<file path="config.mk">
export PLATFORM = sky130hd
export DESIGN_NAME = ripl_frame_scheduler
export DESIGN_NICKNAME = d
export VERILOG_FILES = /design/src/rtl/ripl_sched_pkg.sv /design/src/rtl/ripl_out_chan_counter.sv /design/src/rtl/ripl_sched_ack_checker.sv /design/src/rtl/ripl_frame_scheduler.sv
export SDC_FILE = /design/constraint.sdc
export NUM_CORES = 1
export LEC_CHECK = 0
export BUFFER_PORTS_ARGS = -buffer_cell sky130_fd_sc_hd__buf_2
export CAP_MARGIN = 40
export CELL_PAD_IN_SITES_DETAIL_PLACEMENT = 1
export CELL_PAD_IN_SITES_GLOBAL_PLACEMENT = 2
export CORE_MARGIN = 10
export CORE_UTILIZATION = 30
export DETAILED_ROUTE_END_ITERATION = 12
export PLACE_DENSITY = 0.79
export SYNTH_ARGS = -nofsm -noshare
export SYNTH_HDL_FRONTEND = slang
export SYNTH_SLANG_ARGS = --single-unit
export TNS_END_PERCENT = 100
</file>
<file path="constraint.sdc">
create_clock -name CLK -period 6.85 [get_ports CLK]
set_input_delay 1.37 -clock CLK [delete_from_list [all_inputs] [get_ports CLK]]
set_output_delay 1.37 -clock CLK [all_outputs]
set_load 0.005 [all_outputs]
</file>
<file path="src/rtl/ripl_sched_pkg.sv">
// Shared types and sizing helpers for the ProgNetwork frame scheduler.
package ripl_sched_pkg;

  typedef enum logic [1:0] {
    IDLE   = 2'd0,
    INJECT = 2'd1,
    HOLD   = 2'd2,
    DRAIN  = 2'd3
  } sched_state_t;

  localparam int PERF_W = 32;

  function automatic int pix_per_frame(input int img_w, input int img_h);
    return img_w * img_h;
  endfunction

  // Counter width able to hold the value PIX itself (output side parks at PIX).
  function automatic int pix_cnt_width(input int pix);
    return $clog2(pix + 1);
  endfunction

endpackage

</file>
<file path="src/rtl/ripl_out_chan_counter.sv">
// One output channel: takes tokens while running and parks at PIX until the
// other channels catch up and the frame is released by clear.
module ripl_out_chan_counter #(
  parameter int PIX   = 100,
  parameter int PIX_W = 7
) (
  input  logic CLK,
  input  logic RESET,
  input  logic run_out,
  input  logic sink_ready,
  input  logic send,
  input  logic clear,
  output logic ack,
  output logic rdy,
  output logic full
);

  logic [PIX_W-1:0] count;

  assign full = (count == PIX_W'(PIX));
  assign rdy  = run_out & sink_ready & ~full;
  assign ack  = send & rdy;

  // Token count for the frame currently leaving this channel.
  always_ff @(posedge CLK) begin
    if (!RESET) begin
      count <= '0;
    end else if (clear) begin
      count <= '0;
    end else if (ack) begin
      count <= count + PIX_W'(1);
    end
  end

endmodule

</file>
<file path="src/rtl/ripl_sched_ack_checker.sv">
// Simulation checks on the inject handshake: the network must ack exactly
// the cycles in which the scheduler commits a token.
module ripl_sched_ack_checker (
  input logic       CLK,
  input logic       RESET,
  input logic       inj,
  input logic [2:0] ack,
  input logic       err_ack
);

  a_ack_match: assert property (@(posedge CLK) disable iff (!RESET) ack == {3{inj}});
  a_no_err:    assert property (@(posedge CLK) disable iff (!RESET) !err_ack);

endmodule

</file>
<file path="src/rtl/ripl_frame_scheduler.sv">
// Frame scheduler for the three-channel ProgNetwork: lockstep frame injection,
// in-flight limiting and per-channel output counting.
// Optional stall counters are built when RIPL_SCHED_PERF_EN is defined.
module ripl_frame_scheduler
  import ripl_sched_pkg::*;
#(
  parameter int DATA_W       = 8,
  parameter int IMG_W        = 10,
  parameter int IMG_H        = 10,
  parameter int MAX_INFLIGHT = 2,
  parameter int FCNT_W       = 16
) (
  input  logic                CLK,
  input  logic                RESET,
  input  logic                start,
  input  logic [FCNT_W-1:0]   num_frames,
  input  logic                stop,
  input  logic [3*DATA_W-1:0] src_data,
  input  logic                src_valid,
  output logic                src_ready,
  output logic [DATA_W-1:0]   In1_data,
  output logic [DATA_W-1:0]   In2_data,
  output logic [DATA_W-1:0]   In3_data,
  output logic                In1_send,
  output logic                In2_send,
  output logic                In3_send,
  input  logic                In1_ack,
  input  logic                In2_ack,
  input  logic                In3_ack,
  input  logic                In1_rdy,
  input  logic                In2_rdy,
  input  logic                In3_rdy,
  input  logic                Out1_send,
  input  logic                Out2_send,
  input  logic                Out3_send,
  output logic                Out1_ack,
  output logic                Out2_ack,
  output logic                Out3_ack,
  output logic                Out1_rdy,
  output logic                Out2_rdy,
  output logic                Out3_rdy,
  input  logic                sink_ready,
  output logic                busy,
  output logic                frame_in_done,
  output logic                frame_out_done,
  output logic [FCNT_W-1:0]   frames_in,
  output logic [FCNT_W-1:0]   frames_out,
  output logic [PERF_W-1:0]   perf_in_stall,
  output logic [PERF_W-1:0]   perf_out_stall
);

  localparam int PIX   = pix_per_frame(IMG_W, IMG_H);
  localparam int PIX_W = pix_cnt_width(PIX);

  sched_state_t      state;
  logic [PIX_W-1:0]  in_pix;
  logic [FCNT_W-1:0] target;
  logic              err_ack;

  logic              all_rdy;
  logic              inj;
  logic              last_in;
  logic              in_done_ev;
  logic              out_done_ev;
  logic              run_out;
  logic              start_ok;
  logic              out_clear;
  logic              end_nxt;
  logic              end_now;
  logic [FCNT_W-1:0] frames_in_nxt;
  logic [FCNT_W-1:0] frames_out_nxt;
  logic [FCNT_W-1:0] inflight;
  logic [FCNT_W-1:0] inflight_nxt;
  logic [2:0]        in_ack_v;
  logic [2:0]        out_send_v;
  logic [2:0]        out_ack_v;
  logic [2:0]        out_rdy_v;
  logic [2:0]        out_full;

  assign all_rdy     = In1_rdy & In2_rdy & In3_rdy;
  assign inj         = (state == INJECT) & src_valid & all_rdy;
  assign last_in     = (in_pix == PIX_W'(PIX - 1));
  assign in_done_ev  = inj & last_in;
  assign out_done_ev = &out_full;
  assign run_out     = (state != IDLE);
  assign start_ok    = (state == IDLE) & start;
  assign out_clear   = out_done_ev | start_ok;

  // Subtraction modulo 2^FCNT_W keeps the in-flight count right across wrap.
  assign frames_in_nxt  = frames_in + FCNT_W'(in_done_ev);
  assign frames_out_nxt = frames_out + FCNT_W'(out_done_ev);
  assign inflight       = frames_in - frames_out;
  assign inflight_nxt   = frames_in_nxt - frames_out_nxt;

  assign end_nxt = stop | ((target != '0) & (frames_in_nxt == target));
  assign end_now = stop | ((target != '0) & (frames_in == target));

  assign src_ready = inj;
  assign In1_send  = inj;
  assign In2_send  = inj;
  assign In3_send  = inj;
  assign In1_data  = src_data[0*DATA_W +: DATA_W];
  assign In2_data  = src_data[1*DATA_W +: DATA_W];
  assign In3_data  = src_data[2*DATA_W +: DATA_W];

  assign in_ack_v   = {In3_ack, In2_ack, In1_ack};
  assign out_send_v = {Out3_send, Out2_send, Out1_send};
  assign Out1_ack   = out_ack_v[0];
  assign Out2_ack   = out_ack_v[1];
  assign Out3_ack   = out_ack_v[2];
  assign Out1_rdy   = out_rdy_v[0];
  assign Out2_rdy   = out_rdy_v[1];
  assign Out3_rdy   = out_rdy_v[2];

  assign busy           = (state != IDLE);
  assign frame_in_done  = in_done_ev;
  assign frame_out_done = out_done_ev;

  for (genvar k = 0; k < 3; k++) begin : g_out
    ripl_out_chan_counter #(
      .PIX   (PIX),
      .PIX_W (PIX_W)
    ) u_chan (
      .CLK        (CLK),
      .RESET      (RESET),
      .run_out    (run_out),
      .sink_ready (sink_ready),
      .send       (out_send_v[k]),
      .clear      (out_clear),
      .ack        (out_ack_v[k]),
      .rdy        (out_rdy_v[k]),
      .full       (out_full[k])
    );
  end

  // Run sequencing, input pixel position and completed-frame counters.
  always_ff @(posedge CLK) begin
    if (!RESET) begin
      state      <= IDLE;
      in_pix     <= '0;
      frames_in  <= '0;
      frames_out <= '0;
      target     <= '0;
      err_ack    <= 1'b0;
    end else begin
      if (in_ack_v != {3{inj}}) begin
        err_ack <= 1'b1;
      end
      frames_in  <= frames_in_nxt;
      frames_out <= frames_out_nxt;
      if (inj) begin
        in_pix <= last_in ? '0 : in_pix + PIX_W'(1);
      end
      case (state)
        IDLE: begin
          // Counts are per run so the target compare starts from zero.
          if (start) begin
            state      <= INJECT;
            target     <= num_frames;
            in_pix     <= '0;
            frames_in  <= '0;
            frames_out <= '0;
          end
        end
        INJECT: begin
          if (in_done_ev) begin
            if (end_nxt) begin
              state <= DRAIN;
            end else if (inflight_nxt >= FCNT_W'(MAX_INFLIGHT)) begin
              state <= HOLD;
            end
          end
        end
        HOLD: begin
          if (end_now) begin
            state <= DRAIN;
          end else if (inflight < FCNT_W'(MAX_INFLIGHT)) begin
            state <= INJECT;
          end
        end
        DRAIN: begin
          if (frames_out_nxt == frames_in) begin
            state <= IDLE;
          end
        end
        default: state <= IDLE;
      endcase
    end
  end

  ripl_sched_ack_checker u_ack_chk (
    .CLK     (CLK),
    .RESET   (RESET),
    .inj     (inj),
    .ack     (in_ack_v),
    .err_ack (err_ack)
  );

`ifdef RIPL_SCHED_PERF_EN
  logic [PERF_W-1:0] in_stall_cnt;
  logic [PERF_W-1:0] out_stall_cnt;
  logic              in_stall_ev;
  logic              out_stall_ev;

  assign in_stall_ev  = (state == INJECT) & src_valid & ~all_rdy;
  assign out_stall_ev = |(out_send_v & ~out_rdy_v);

  // Saturating stall counters, restarted with each run.
  always_ff @(posedge CLK) begin
    if (!RESET || start_ok) begin
      in_stall_cnt  <= '0;
      out_stall_cnt <= '0;
    end else begin
      if (in_stall_ev && (in_stall_cnt != '1)) begin
        in_stall_cnt <= in_stall_cnt + PERF_W'(1);
      end
      if (out_stall_ev && (out_stall_cnt != '1)) begin
        out_stall_cnt <= out_stall_cnt + PERF_W'(1);
      end
    end
  end

  assign perf_in_stall  = in_stall_cnt;
  assign perf_out_stall = out_stall_cnt;
`else
  assign perf_in_stall  = '0;
  assign perf_out_stall = '0;
`endif

endmodule

</file>
-- After elaboration in Yosys (flattened, before gate mapping)
Index checks and enable logic that the tools add are counted.
- ROM bits: 0
- RAM bits: 0
- latch bits: 0
- logic and storage cells: 78
- bits of input ports: 55
- register bits: 78
- memories kept: 0
- output and inout bits: 133
- $add $sub $neg: 8
- divide/modulo/power cells: 0
- reductions and logical operators: 7
- multipliers: 0
- bitwise operators: 22
- multiplexer cells: 16
- equality and inequality tests: 15
- order comparisons: 2
- shifts and indexed selects: 0
- operators by type and width (cell ; number):
    $mux W16 ; 4
    $eq A16 B16 Y1 ; 3
    $add A16 B1 Y16 ; 2
    $sub A16 B16 Y16 ; 2
    $add A7 B1 Y7 const B ; 4
    $eq A7 B7 Y1 const B ; 4
    $mux W7 ; 4
    $ge A16 B2 Y1 const B ; 1
    $lt A16 B2 Y1 const B ; 1
    $reduce_bool A16 Y1 ; 1
    $and A1 B1 Y1 ; 15
    $mux W2 ; 7
    $pmux W2 S4 ; 1
    $ne A2 B2 Y1 const B ; 3
    $reduce_and A5 Y1 ; 1
    $eq A2 B2 Y1 const B ; 2
    $not A1 Y1 ; 4
    $ne A3 B2 Y1 const B ; 1
    $ne A3 B3 Y1 const B ; 1
    $or A1 B1 Y1 ; 3
    $reduce_and A3 Y1 ; 1
    $eq A2 B1 Y1 const B ; 1
    $logic_not A2 Y1 ; 1
    $reduce_and A2 Y1 ; 1
    2 further kinds ; 2

-- Longest topological paths before layout
Gate-level depths: netlist of run 1.
- depth in word-level cells: 11
- mapped depth: 23
- depth with buffers taken out: 22

-- Hierarchy
From an unflattened synthesis of run 1, not the netlist that was laid out.
- cell total of the unflattened synthesis: 856
- area, all modules: 6849.1 µm²
- by module, submodules not included (module ; area an instance (µm²) ; cells an instance ; times used):
    ripl_frame_scheduler ; 5730.5 ; 730 ; 1
    ripl_out_chan_counter ; 372.9 ; 42 ; 3

-- Least setup slack after synthesis of run 1
Ideal clock, no wire load.
- path kind: input to register
- start: input port In3_rdy
- end: register state[1]
- stages on the path: 22
- data arrival time: 6.079 ns
- slack: 0.637 ns
- required time: 6.717 ns
- library setup time: 0.133 ns
- cells stage by stage: nand4_1 nor2_1 and2_0 clkbuf_1 nand2_1 nor4_1 ha_1 ha_1 and3_1 nand4_1 nor2_1 xor2_1 ha_1 o31a_1 nor4_1 nand4_1 a2111oi_4 nand4_1 nor4_2 o2111ai_1 a2111oi_2 a21oi_1
- word-level cells in the longest chain between the ends: 10
- elaborated cells between the ends (all ways): 15
- RTL lines (item ; line ; RTL):
    start, declared ; ripl_frame_scheduler.sv:32 ; input logic In3_rdy,
    $and A1 B1 Y1 (*) ; ripl_frame_scheduler.sv:80 ; assign all_rdy = In1_rdy & In2_rdy & In3_rdy;
    $and A1 B1 Y1 (*) ; ripl_frame_scheduler.sv:81 ; assign inj = (state == INJECT) & src_valid & all_rdy;
    via In1_send ; ripl_frame_scheduler.sv:24 ; output logic In1_send,
    $and A1 B1 Y1 (*) ; ripl_frame_scheduler.sv:83 ; assign in_done_ev = inj & last_in;
    via frame_in_done ; ripl_frame_scheduler.sv:44 ; output logic frame_in_done,
    parallel branches: the longest is 7 deep, another holds $add A16 B1 Y16 ; -- ;
    end signal, assigned ; ripl_frame_scheduler.sv:158 ; state <= INJECT;
    end signal, assigned ; ripl_frame_scheduler.sv:168 ; state <= DRAIN;
    end signal, assigned ; ripl_frame_scheduler.sv:170 ; state <= HOLD;
    end, declared ; ripl_frame_scheduler.sv:55 ; sched_state_t state;
Mark *: on every way through the listed nets, which the timed path passes. The select of a mux whose other input is x is not followed.
A chain may end at the register's enable or synchronous reset.

-- Final worst setup path of run 1
- start: input port In3_rdy
- end: register state[1]
- word-level cells in the longest chain between the ends: 10
- elaborated cells between the ends (all ways): 15
- RTL lines (item ; line):
    $and A1 B1 Y1 (*) ; ripl_frame_scheduler.sv:80
    $and A1 B1 Y1 (*) ; ripl_frame_scheduler.sv:81
    $and A1 B1 Y1 (*) ; ripl_frame_scheduler.sv:83
    parallel branches: the longest is 7 deep, another holds $add A16 B1 Y16 ; --
Mark *: on every way between the ends. The select of a mux whose other input is x is not followed.

==> results of run 1 <==
## Yosys cell counts (all sizes together), types with 14 or more instances
master	count
xnor2	63
ha	34
buf	98
inv	38
o21ai	27
nand4	22
nand2	81
nor4	21
dfxtp	78
clkbuf	29
nand3	25
xor2	41
nor2b	14
nor3	21
a21boi	19
nor2	91
a21oi	32
## per-stage QoR
step	power (W)	hold slack [ps]
after floorplan	0.000569	463
after global placement	0.000557	488
after detailed placement	0.000558	496
after CTS	0.00103	506
after global routing	0.00106	523
final	0.00101	498
## power groups by stage
| stage | Clock (W) | Sequential, W | Combinational [W] |
|---|---|---|---|
| finish | 0.000465 | 0.000468 | 0.0000804 |
| global route | 0.000502 | 0.000469 | 0.0000926 |
| CTS | 0.000479 | 0.000468 | 0.0000797 |
| detailed placement | 0 | 0.000478 | 0.0000794 |
| global placement | 0 | 0.000478 | 0.0000785 |
| floorplan | 0 | 0.000476 | 0.0000934 |
## sequential cells by signal, indices dropped and copies added (netlist names)
| name | cells |
|---|---|
| state | 2 |
| g_out.u_chan.count | 21 |
| frames_out | 16 |
| target | 16 |
| frames_in | 16 |
| in_pix | 7 |
## worst max-delay path, cell delays in order
cell and delay, ps:
sky130_fd_sc_hd__buf_2 70, sky130_fd_sc_hd__nand4_1 80, sky130_fd_sc_hd__nor2_1 140, sky130_fd_sc_hd__and2_0 170, sky130_fd_sc_hd__nand2_1 60, sky130_fd_sc_hd__nor4_1 260
sky130_fd_sc_hd__buf_4 180, sky130_fd_sc_hd__ha_1 200, sky130_fd_sc_hd__ha_1 280, sky130_fd_sc_hd__and3_1 300, sky130_fd_sc_hd__nand4_1 170, sky130_fd_sc_hd__nor2_1 160
sky130_fd_sc_hd__xor2_1 220, sky130_fd_sc_hd__ha_1 350, sky130_fd_sc_hd__o31a_1 350, sky130_fd_sc_hd__nor4_1 200, sky130_fd_sc_hd__nand4_1 200, sky130_fd_sc_hd__a2111oi_4 370
sky130_fd_sc_hd__nand4_1 150, sky130_fd_sc_hd__nor4_2 240, sky130_fd_sc_hd__o2111ai_1 190, sky130_fd_sc_hd__a2111oi_2 390, sky130_fd_sc_hd__a21oi_1 110
## final timing paths
check,startpoint,end,cells after the start
min reg2reg,target[10]$_SDFFE_PN0P_,target[10]$_SDFFE_PN0P_,2
max reg2reg,g_out[2].u_chan.count[5]$_SDFFE_PP0P_,state[1]$_SDFFE_PN0P_,18
min,target[10]$_SDFFE_PN0P_,target[10]$_SDFFE_PN0P_,2
max,In3_rdy,state[1]$_SDFFE_PN0P_,23
## cells by family after synthesis
kind of cell,after synthesis,synth area share
AOI/OAI and AO/OA,162,0.168
xor gates and xnor gates,104,0.133
adders and majority gates,39,0.0723
buffers and inverters,165,0.141
DFF,78,0.226
muxes,12,0.0177
other,1,0.000543
and+or+nand+nor,329,0.241
## layer usage
layer	part of all wire	routed length [microns]
met4	0.012	260
met3	0.058	1300
met5	0	0
met1	0.47	10500
met2	0.46	10200
## layout make-up
type,instances,area share
sequential,78,0.212
clock buffer,10,0.0310
inverter,38,0.0193
timing repair buffer,82,0.0590
tap,285,0.0483
multi-input combinational,710,0.625
clock inverter,6,0.00610
==> impl_summary.txt, run 1 <==
----------------------------------------------------
[Timing]
  Time the final worst path needs with I/O delays and setup ... 5970 ps
  Setup Viol. Count Final ... 0
  Fin. max-slew vios ... 0
  Clk_skew ... 11.9 ps
  Hold Violations, Final ... 0
  Highest clock rate ... 0.167 GHz
  Post-route fraction of the period consumed by the critical path ... 0.872
  TNS Setup ... 0 ps
  Worst-margin pin slew ... around 850 ps
  RSZ-0062 raised after global routing ... false
  Remaining max-slew budget at the tightest pin ... 0.415
  Final worst setup slack ... roughly 900 ps

[Placed design]
  Detailed placer's ending HPWL ... 18100 microns
  Final GP Congestion ... about 0.9
  Instance area at placement ... slightly above 7000 sq um
  Cells after DPL ... between 1k and 1.5k
  Input/output buffers ... 72
  Setup slack after placement ... 525 ps

[Global route]
  Met2 Track Usage GR ... 0.245
  First-pass GRT wire length ... 35000 microns
  Antenna violations before repair ... 0
  Maximum number of pins on one net before global-route repair ... 33
  Most utilized layer in the global route result ... met2
  Tot GR Track Use ... 0.151
  GR Util met1 ... 0.196
  Number of global-route vias before repair ... ~6.2k
  Met3 Resource Use GR ... 0.0358
  Global route total overflow ... 0

[Clock network]
  Hold buffers post-CTS ... 0
  TritonCTS Sinks ... 78
  Number of buffers inserted during clock tree synthesis ... 9
  Clock root buffer ... sky130_fd_sc_hd__clkbuf_16
  Maximum clock path buffer count ... 2
  Clk_lat worst skew ... 360 ps
  Clock slew seen by the registers of the worst setup and hold paths ... 70 ps
  TritonCTS clock tree ... built
  Buffers inserted during post-CTS setup optimization ... 0
  CTS-repair resized insts ... 0
  Total number of H-tree levels ... 3

[Synthesis]
  Main flop type after synthesis ... sky130_fd_sc_hd__dfxtp_1
  Total of warnings raised by yosys ... 0
  Area leader, netlist ... sky130_fd_sc_hd__dfxtp_1
  Distinct cell type count after synthesis ... 78
  Share of async-settable or async-resettable flops after synthesis ... 0
  Leading post-synthesis cells by cell area ... sky130_fd_sc_hd__dfxtp_1 (23%), sky130_fd_sc_hd__buf_4 (10%), sky130_fd_sc_hd__xnor2_1 (7.9%)
  Share of the synthesized area in the top cell type ... 0.226
  Post-synth EDFFs ... 0
  Number of standard cells after synthesis ... 890
  Share of the yosys chip area belonging to registers ... 0.226
  Summed instance area of the synthesized netlist ... 6910 sq um
  Count of state elements after synthesis ... 78
  Mean instance size in the synthesized netlist ... 7.76 sq um

[Power and ir drop]
  Switching pwr ... 0.000275 W
  Sequential power share ... 0.462
  Power per Cell Area ... approximately 140 nW/um^2
  Sw Ratio ... 0.272
  Clock share of power ... 0.459
  Part of the power in combinational logic ... 0.079
  Leakage power summed over all cells ... 3.18 nW
  Peak ir drop on the vdd network ... 0.118 mV
  Internal Pwr Total ... 0.000738 W

[Routing]
  DRT Wirelength ... 22300 microns
  Pre-antenna DRT Iters ... 4
  Remaining routing DRC violations ... 0
  1st-iter DRT viols ... 344
  Routed wire length per instance ... 18.5 microns
  Via density per instance ... 5.03
  Via count of the routed design ... around 6.1k
  Remaining number of nets flagged by the antenna check after routing ... 0

[Layout]
  Util after Layout ... 0.326
  Multi-input gate area ... 4610 sq um
  Leading cell type in the layout, fill and taps excluded ... sky130_fd_sc_hd__nor2_1
  Commonest cells after routing, fill and taps aside ... sky130_fd_sc_hd__nor2_1 (91), sky130_fd_sc_hd__nand2_1 (81), sky130_fd_sc_hd__dfxtp_1 (78)
  Number of antenna diodes ... 0
  Number of cells in the finished layout apart from fillers ... ~1.2k
  Storage element area ... between 1500 and 2000 sq um
  Share of final-layout standard cells stronger than drive strength 1 ... 0.132
  Number of fill cells in the layout ... 2845
  Area of all placed cells without fillers ... 7380 sq um
  Nets@finish ... 1010
  Signed area change from the synthesized netlist to the final layout ... 6.79%

[Setup path]
  Worst reg2reg setup slack ... approximately 1000 ps
  Type of the worst setup path ... primary input to flip-flop
  Worst-path fanout max ... 7
  WP data arrival ... 6200 ps
  Kind of start point of the critical path ... primary input
  Data required time at the worst endpoint ... 7080 ps
  Critical path endpoint category ... flip-flop

[Job]
  Count of maximum capacitance violations ... 0

[Floorplan]
  Initial core utilization ... 0.305
  Die span in x ... 172 microns
  CORE AREA ... 22600 sq um
  Chip Height ... 172 microns
  Num ports ... 188
  Die Outline Area ... 29500 sq um
  Rows ... 55

[Min path]
  Path class of the lowest-slack min-delay path ... flip-flop to flip-flop

[Status]
  Run status ... finished clean

----------------------------------------------------
(Power assumes the default switching activity.)
==> run 2: changes to the inputs <==
--- a/config.mk
+++ b/config.mk
@@ -5,14 +5,15 @@
 export SDC_FILE = /design/constraint.sdc
 export NUM_CORES = 1
 export LEC_CHECK = 0
+export ABC_AREA = 1
 export BUFFER_PORTS_ARGS = -buffer_cell sky130_fd_sc_hd__buf_2
 export CAP_MARGIN = 40
 export CELL_PAD_IN_SITES_DETAIL_PLACEMENT = 1
 export CELL_PAD_IN_SITES_GLOBAL_PLACEMENT = 2
 export CORE_MARGIN = 10
-export CORE_UTILIZATION = 30
+export CORE_UTILIZATION = 28
 export DETAILED_ROUTE_END_ITERATION = 12
-export PLACE_DENSITY = 0.79
+export PLACE_DENSITY = 0.8
 export SYNTH_ARGS = -nofsm -noshare
 export SYNTH_HDL_FRONTEND = slang
 export SYNTH_SLANG_ARGS = --single-unit
==> run 2 against run 1 <==
Compared with the run above:
- clock-buffer cell count did not move
- clock power rose by 8.0%
- global-route usage fell by 1.6 points
- critical path type unchanged
- largest cell class unchanged
- fmax rose by 16%
- area after synthesis fell by 1.4%
- clock skew fell by 1.5 ps
- largest power group is now the clock network
- synthesized cell count rose by 20%
- highest routed layer unchanged
- wire length fell by 7.5%
- critical path depth rose by 5
- critical endpoint unchanged
- non-clock buffer count fell by 8
==> impl_summary.txt, run 2 <==
----------------------------------------------------
[Status]
  Run status ... finished clean

[Setup path]
  Slowest-stage cell, CP ... sky130_fd_sc_hd__ha_1
  WP data arrival ... 5400 ps
  CP max stage delay ... ~360 ps
  Type of the worst setup path ... primary input to flip-flop
  Worst path most repeated cell ... sky130_fd_sc_hd__nand2_1
  Worst-path fanout max ... 9
  Kind of start point of the critical path ... primary input
  Data required time at the worst endpoint ... 7090 ps
  Critical path endpoint category ... flip-flop

[Timing]
  Highest clock rate ... 0.194 GHz
  Worst-margin pin slew ... roughly 670 ps
  RSZ-0062 raised after global routing ... false
  Clk_skew ... 10.4 ps
  Post-route fraction of the period consumed by the critical path ... 0.752
  TNS Setup ... 0 ps
  Setup Viol. Count Final ... 0
  Hold Violations, Final ... 0
  Time the final worst path needs with I/O delays and setup ... roughly 5200 ps
  Fin. max-slew vios ... 0
  Remaining max-slew budget at the tightest pin ... 0.555

[Power and ir drop]
  Sequential power share ... 0.428
  Clock share of power ... 0.444
  Sw Ratio ... 0.288
  Peak ir drop on the vdd network ... just over 0.1 mV
  Power per Cell Area ... 154 nW/um^2
  Leakage power summed over all cells ... 3.76 nW
  Internal Pwr Total ... 0.000805 W
  Part of the power in combinational logic ... 0.127
  Switching pwr ... 0.000326 W

[Global route]
  First-pass GRT wire length ... 33800 microns
  Maximum number of pins on one net before global-route repair ... 35
  Antenna violations before repair ... 0
  Global route total overflow ... 0
  Tot GR Track Use ... 0.134
  Number of global-route vias before repair ... 6684

[Floorplan]
  Die Outline Area ... 31000 sq um
  Die span in x ... 176 microns
  Chip Height ... ~180 microns
  Num ports ... 188
  CORE AREA ... 24100 sq um
  Rows ... 57
  Initial core utilization ... 0.283

[Synthesis]
  Area leader, netlist ... sky130_fd_sc_hd__dfxtp_1
  Most frequent cells after synthesis ... sky130_fd_sc_hd__nand2_1 (236), sky130_fd_sc_hd__inv_1 (137), sky130_fd_sc_hd__nor2_1 (134)
  Distinct cell type count after synthesis ... 41
  Leading post-synthesis cells by cell area ... sky130_fd_sc_hd__dfxtp_1 (23%), sky130_fd_sc_hd__nand2_1 (13%), sky130_fd_sc_hd__buf_4 (10%)
  Total of warnings raised by yosys ... 0
  Count leader, synth ... sky130_fd_sc_hd__nand2_1
  Share of the synthesized area in the top cell type ... 0.229
  Count of state elements after synthesis ... 78
  Summed instance area of the synthesized netlist ... about 6800 sq um
  Post-synth EDFFs ... 0
  Share of the yosys chip area belonging to registers ... 0.229
  Main flop type after synthesis ... sky130_fd_sc_hd__dfxtp_1
  Number of standard cells after synthesis ... 1068
  Mean instance size in the synthesized netlist ... approximately 6.4 sq um
  Share of async-settable or async-resettable flops after synthesis ... 0

[Placed design]
  Detailed placer's ending HPWL ... 17400 microns
  Final GP Congestion ... roughly 0.84
  Input/output buffers ... 72
  Instance area at placement ... between 7000 and 8000 sq um

[Clock network]
  Clk_lat worst skew ... 360 ps
  TritonCTS Sinks ... 78
  Total number of H-tree levels ... 3
  Maximum clock path buffer count ... 2
  TritonCTS clock tree ... built
  Buffers inserted during post-CTS setup optimization ... 0
  CTS-repair resized insts ... 0
  Number of buffers inserted during clock tree synthesis ... 9
  Clock root buffer ... sky130_fd_sc_hd__clkbuf_16
  Clock slew seen by the registers of the worst setup and hold paths ... 60 ps
  Hold buffers post-CTS ... 0

[Layout]
  Nets@finish ... 1196
  Number of antenna diodes ... 0
  Signed area change from the synthesized netlist to the final layout ... 8.08%
  Share of final-layout standard cells stronger than drive strength 1 ... 0.0991
  Leading cell type in the layout, fill and taps excluded ... sky130_fd_sc_hd__nand2_1
  Area of all placed cells without fillers ... between 7000 and 8000 sq um
  Top reg by flops ... g_out.u_chan.count
  Largest register FFs ... 21
  Commonest cells after routing, fill and taps aside ... sky130_fd_sc_hd__nand2_1 (236), sky130_fd_sc_hd__inv_1 (137), sky130_fd_sc_hd__nor2_1 (134)

[Routing]
  1st-iter DRT viols ... about 220
  Remaining routing DRC violations ... 0
  Remaining number of nets flagged by the antenna check after routing ... 0
  Routed wire length per instance ... 14.4 microns
  Pre-antenna DRT Iters ... 4
  Via count of the routed design ... 6352
  Via density per instance ... 4.43
  DRT Wirelength ... around 21000 microns

[Min path]
  Path class of the lowest-slack min-delay path ... flip-flop to flip-flop

[Job]
  Count of maximum capacitance violations ... 0

----------------------------------------------------
run 2: cell count changes after synthesis, sizes merged, moves of 15 or more:
cell / change
nand2: +159
inv: +101
nor2: +50
xnor2: -41
nand3: +35
o21ai: +26
a21oi: +19
a21boi: -17
nor4: -17
clkbuf: -15
run 2: path summary, 6_finish.rpt:
check,startpoint,end,slack [ps],cells after the start
max,In3_rdy,state[1]$_SDFFE_PN0P_,1700,28
max reg2reg,state[0]$_SDFFE_PN0P_,state[1]$_SDFFE_PN0P_,2120,28
min reg2reg,g_out[0].u_chan.count[6]$_SDFFE_PP0P_,g_out[0].u_chan.count[6]$_SDFFE_PP0P_,470,2
min,g_out[0].u_chan.count[6]$_SDFFE_PP0P_,g_out[0].u_chan.count[6]$_SDFFE_PP0P_,470,2
run 2: cell families (layout without fill, tap and decap cells):
logic type,Yosys count,in the layout,synth area share
other,1,64,0.000550
buffers and inverters,251,230,0.190
flip-flops,78,78,0.229
adder cells (fa/ha/maj),36,36,0.0683
XOR/XNOR,67,67,0.0883
AND/OR/NAND/NOR,517,517,0.330
AO/OA/AOI/OAI,118,118,0.0936
run 2: final cells by class:
type	instances	area [sq um]
Fill cell	3217	16700
Multi-Input combinational cell	802	4200
Sequential cell	78	1560
Inverter	140	526
Tap cell	324	405
Timing Repair Buffer	74	375
Clock buffer	10	229
Clock inverter	6	72.6
run 2: critical path: cells and delay by family:
kind / cells / cell delay [ps]
AOI/OAI and AO/OA: 1 / 60
xor gates and xnor gates: 1 / 230
adders and majority gates: 3 / 890
buffers and inverters: 5 / 510
and+or+nand+nor: 18 / 2330
run 2: power groups by stage:
| stage | clock network, W | registers, W | logic [W] |
|---|---|---|---|
| floorplan | 0 | 0.000490 | 0.000141 |
| detailed placement | 0 | 0.000495 | 0.000145 |
| CTS | 0.000515 | 0.000485 | 0.000146 |
| global placement | 0 | 0.000495 | 0.000143 |
| global route | 0.000535 | 0.000487 | 0.000170 |
| finish | 0.000502 | 0.000484 | 0.000144 |
run 2: stage by stage:
step	hold slack (ps)	worst slack, ps	total power [W]	std cells	utilization
3_5_place_dp	464	1250	0.000640	1418	0.293
6_report	473	1700	0.00113	1434	0.306
5_1_grt	495	1150	0.00119	1434	0.306
2_1_floorplan	439	2100	0.000631	1131	-
3_3_place_gp	456	1380	0.000638	1418	0.293
4_1_cts	473	1620	0.00115	1434	0.306
run 2: layer usage:
layer | share of wire | GRT usage | vias to the layer above | wire length [microns]
li1 | - | - | 3316 | -
met4 | 0.010 | 0.0346 | 0 | 208
met3 | 0.043 | 0.0312 | 15 | 881
met1 | 0.49 | 0.173 | 2925 | 10200
met5 | 0 | 0 | - | 0
met2 | 0.45 | 0.221 | 96 | 9390
==> run 3: changes to the inputs <==
--- a/config.mk
+++ b/config.mk
@@ -11,9 +11,9 @@
 export CELL_PAD_IN_SITES_DETAIL_PLACEMENT = 1
 export CELL_PAD_IN_SITES_GLOBAL_PLACEMENT = 2
 export CORE_MARGIN = 10
-export CORE_UTILIZATION = 28
+export CORE_UTILIZATION = 25
 export DETAILED_ROUTE_END_ITERATION = 12
-export PLACE_DENSITY = 0.8
+export PLACE_DENSITY = 0.75
 export SYNTH_ARGS = -nofsm -noshare
 export SYNTH_HDL_FRONTEND = slang
 export SYNTH_SLANG_ARGS = --single-unit
==> constraint.sdc (replaced) <==
create_clock -name CLK -period 4.2 [get_ports CLK]
set_input_delay 0.84 -clock CLK [delete_from_list [all_inputs] [get_ports CLK]]
set_output_delay 0.84 -clock CLK [all_outputs]
set_load 0.005 [all_outputs]
==> run 3 against run 2 <==
Compared with the run above:
- sequential power up 63%
- critical path depth down 4
- final area up 10%
- via count increased by 4.9%
- largest cell class unchanged
- first-iteration DRC count rose by 18%
- global-route usage down 0.39 points
- clock skew hardly changed
- setup slack worse by 1400 ps
- clock power is 55% higher
==> impl_summary.txt, run 3 (same netlist as run 2, synthesis figures left out) <==
----------------------------------------------------
[Setup path]
  Kind of start point of the critical path ... flip-flop
  Slowest-stage cell, CP ... sky130_fd_sc_hd__dfxtp_1
  Data required time at the worst endpoint ... 4500 ps
  Worst-path fanout max ... 5
  CP max stage delay ... around 360 ps
  Type of the worst setup path ... flip-flop to flip-flop
  Cells traversed along the worst timing path ... nor4_4, and3_4, and3_4, ha_4, ha_4, nand2_4, nor2_4, nand2_2, buf_6, nor3_4, xor2_2, ha_4, buf_4, inv_2, o21ai_1, a21oi_2, nand4_1, nand2_1, nand2_1, nor2_1, nand4_1, nand4_1, nand2_1, inv_1
  WP data arrival ... 4200 ps
  Critical path endpoint category ... flip-flop

[Placed design]
  Instance area at placement ... 7470 sq um
  Detailed placer's ending HPWL ... 18600 microns
  Input/output buffers ... a little over 70
  Final GP Congestion ... 0.856

[Timing]
  Setup Viol. Count Final ... 0
  Time the final worst path needs with I/O delays and setup ... 3900 ps
  Remaining max-slew budget at the tightest pin ... 0.512
  Fin. max-slew vios ... 0
  Worst-margin pin slew ... 729 ps
  Hold Violations, Final ... 0
  Post-route fraction of the period consumed by the critical path ... 0.930
  Highest clock rate ... 0.256 GHz
  TNS Setup ... 0 ps
  Clk_skew ... 10.0 ps

[Clock network]
  TritonCTS clock tree ... built
  Clock root buffer ... sky130_fd_sc_hd__clkbuf_16
  TritonCTS Sinks ... 78
  Total number of H-tree levels ... 3
  Maximum clock path buffer count ... 2
  Number of buffers inserted during clock tree synthesis ... 9
  Clock slew seen by the registers of the worst setup and hold paths ... 70 ps
  Clk_lat worst skew ... about 360 ps

[Global route]
  Maximum number of pins on one net before global-route repair ... 34
  Tot GR Track Use ... 0.130
  Global route total overflow ... 0
  First-pass GRT wire length ... 35600 microns
  Number of global-route vias before repair ... 7063
  Antenna violations before repair ... 0

[Routing]
  Pre-antenna DRT Iters ... 4
  Routed wire length per instance ... 14.8 microns
  DRT Wirelength ... 22400 microns
  1st-iter DRT viols ... around 250
  Remaining routing DRC violations ... 0
  Via density per instance ... 4.41
  Remaining number of nets flagged by the antenna check after routing ... 0
  Via count of the routed design ... about 6.7k

[Power and ir drop]
  Peak ir drop on the vdd network ... 0.197 mV
  Leakage power summed over all cells ... 4.10 nW
  Power per Cell Area ... 223 nW/um^2
  Total power draw ... 0.00181 W

[Layout]
  Largest register FFs ... 21
  Area of all placed cells without fillers ... 8110 sq um
  Number of antenna diodes ... 0
  Nets@finish ... 1257
  Number of fill cells in the layout ... ~3.5k
  Leading cell type in the layout, fill and taps excluded ... sky130_fd_sc_hd__nand2_1
  Top reg by flops ... g_out.u_chan.count
  Share of final-layout standard cells stronger than drive strength 1 ... 0.188
  Commonest cells after routing, fill and taps aside ... sky130_fd_sc_hd__nand2_1 (227), sky130_fd_sc_hd__inv_1 (131), sky130_fd_sc_hd__nor2_1 (130)
  Signed area change from the synthesized netlist to the final layout ... 19.0%

[Floorplan]
  Die span in x ... 185 microns
  Rows ... 60
  Chip Height ... 185 microns
  Initial core utilization ... 0.254
  CORE AREA ... 26900 sq um
  Num ports ... around 190
  Die Outline Area ... ~34000 sq um

[Min path]
  Path class of the lowest-slack min-delay path ... flip-flop to flip-flop

[Job]
  Count of maximum capacitance violations ... 0

[Status]
  Run status ... finished clean

----------------------------------------------------
run 3: worst max-delay path: cells and delay by family, from the launching register on:
| kind | cells | cell delay (ps) |
|---|---|---|
| AND/OR/NAND/NOR | 14 | 1940 |
| adder cells (fa/ha/maj) | 3 | 600 |
| buffers and inverters | 4 | 380 |
| flip-flops | 1 | 360 |
| XOR/XNOR | 1 | 280 |
| AO/OA/AOI/OAI | 2 | 280 |
run 3: through the flow:
stage	cells	setup slack, ps	utilization	hold WS [ps]
detailed placement	1487	-332	0.278	471
global route	1512	-29.9	0.302	519
CTS	1503	22.7	0.289	486
floorplan	1131	108	-	439
global placement	1487	-241	0.278	465
finish	1512	295	0.302	484
run 3: repair_timing:
action                                 CTS  global route
endpoints found under the hold margin    0             0
pin swaps                                0            29
setup endpoints to repair                2             2
hold buffers                             0             0
buffers inserted                         0             9
resized for setup                        2            66
run 3: cell type report:
cell class / count / area (sq um) / area share
timing repair buffer: 135 / 841 / 0.104
sequential: 78 / 1560 / 0.193
tap: 341 / 427 / 0.0526
multi-input combinational: 802 / 4460 / 0.551
clock buffer: 9 / 225 / 0.0278
clock inverter: 7 / 58.8 / 0.00725
inverter: 140 / 528 / 0.0651
run 3: final timing paths:
| kind | cells after the start | end | start | slack (ps) |
|---|---|---|---|---|
| hold reg to reg | 2 | g_out[0].u_chan.count[6]$_SDFFE_PP0P_ | g_out[0].u_chan.count[6]$_SDFFE_PP0P_ | 480 |
| hold / removal | 2 | g_out[0].u_chan.count[6]$_SDFFE_PP0P_ | g_out[0].u_chan.count[6]$_SDFFE_PP0P_ | 480 |
| setup reg to reg | 24 | state[0]$_SDFFE_PN0P_ | g_out[1].u_chan.count[4]$_SDFFE_PP0P_ | 300 |
| setup / recovery | 24 | state[0]$_SDFFE_PN0P_ | g_out[1].u_chan.count[4]$_SDFFE_PP0P_ | 300 |
run 3: power by group:
group / total [W] / internal [W] / leakage [nW] / switching, W
registers: 0.000790 / 0.000765 / 0.633 / 0.0000252
logic: 0.000240 / 0.0000833 / 3.33 / 0.000157
clock network: 0.000779 / 0.000409 / 0.138 / 0.000370
total: 0.00181 / 0.00126 / 4.10 / 0.000552
run 3: routing by layer:
layer	wire, microns	up-vias	global-route usage
met5	0	-	0
met4	238	0	0.0319
met3	1040	21	0.0298
met2	10100	107	0.216
met1	11000	3099	0.167
li1	-	3436	-
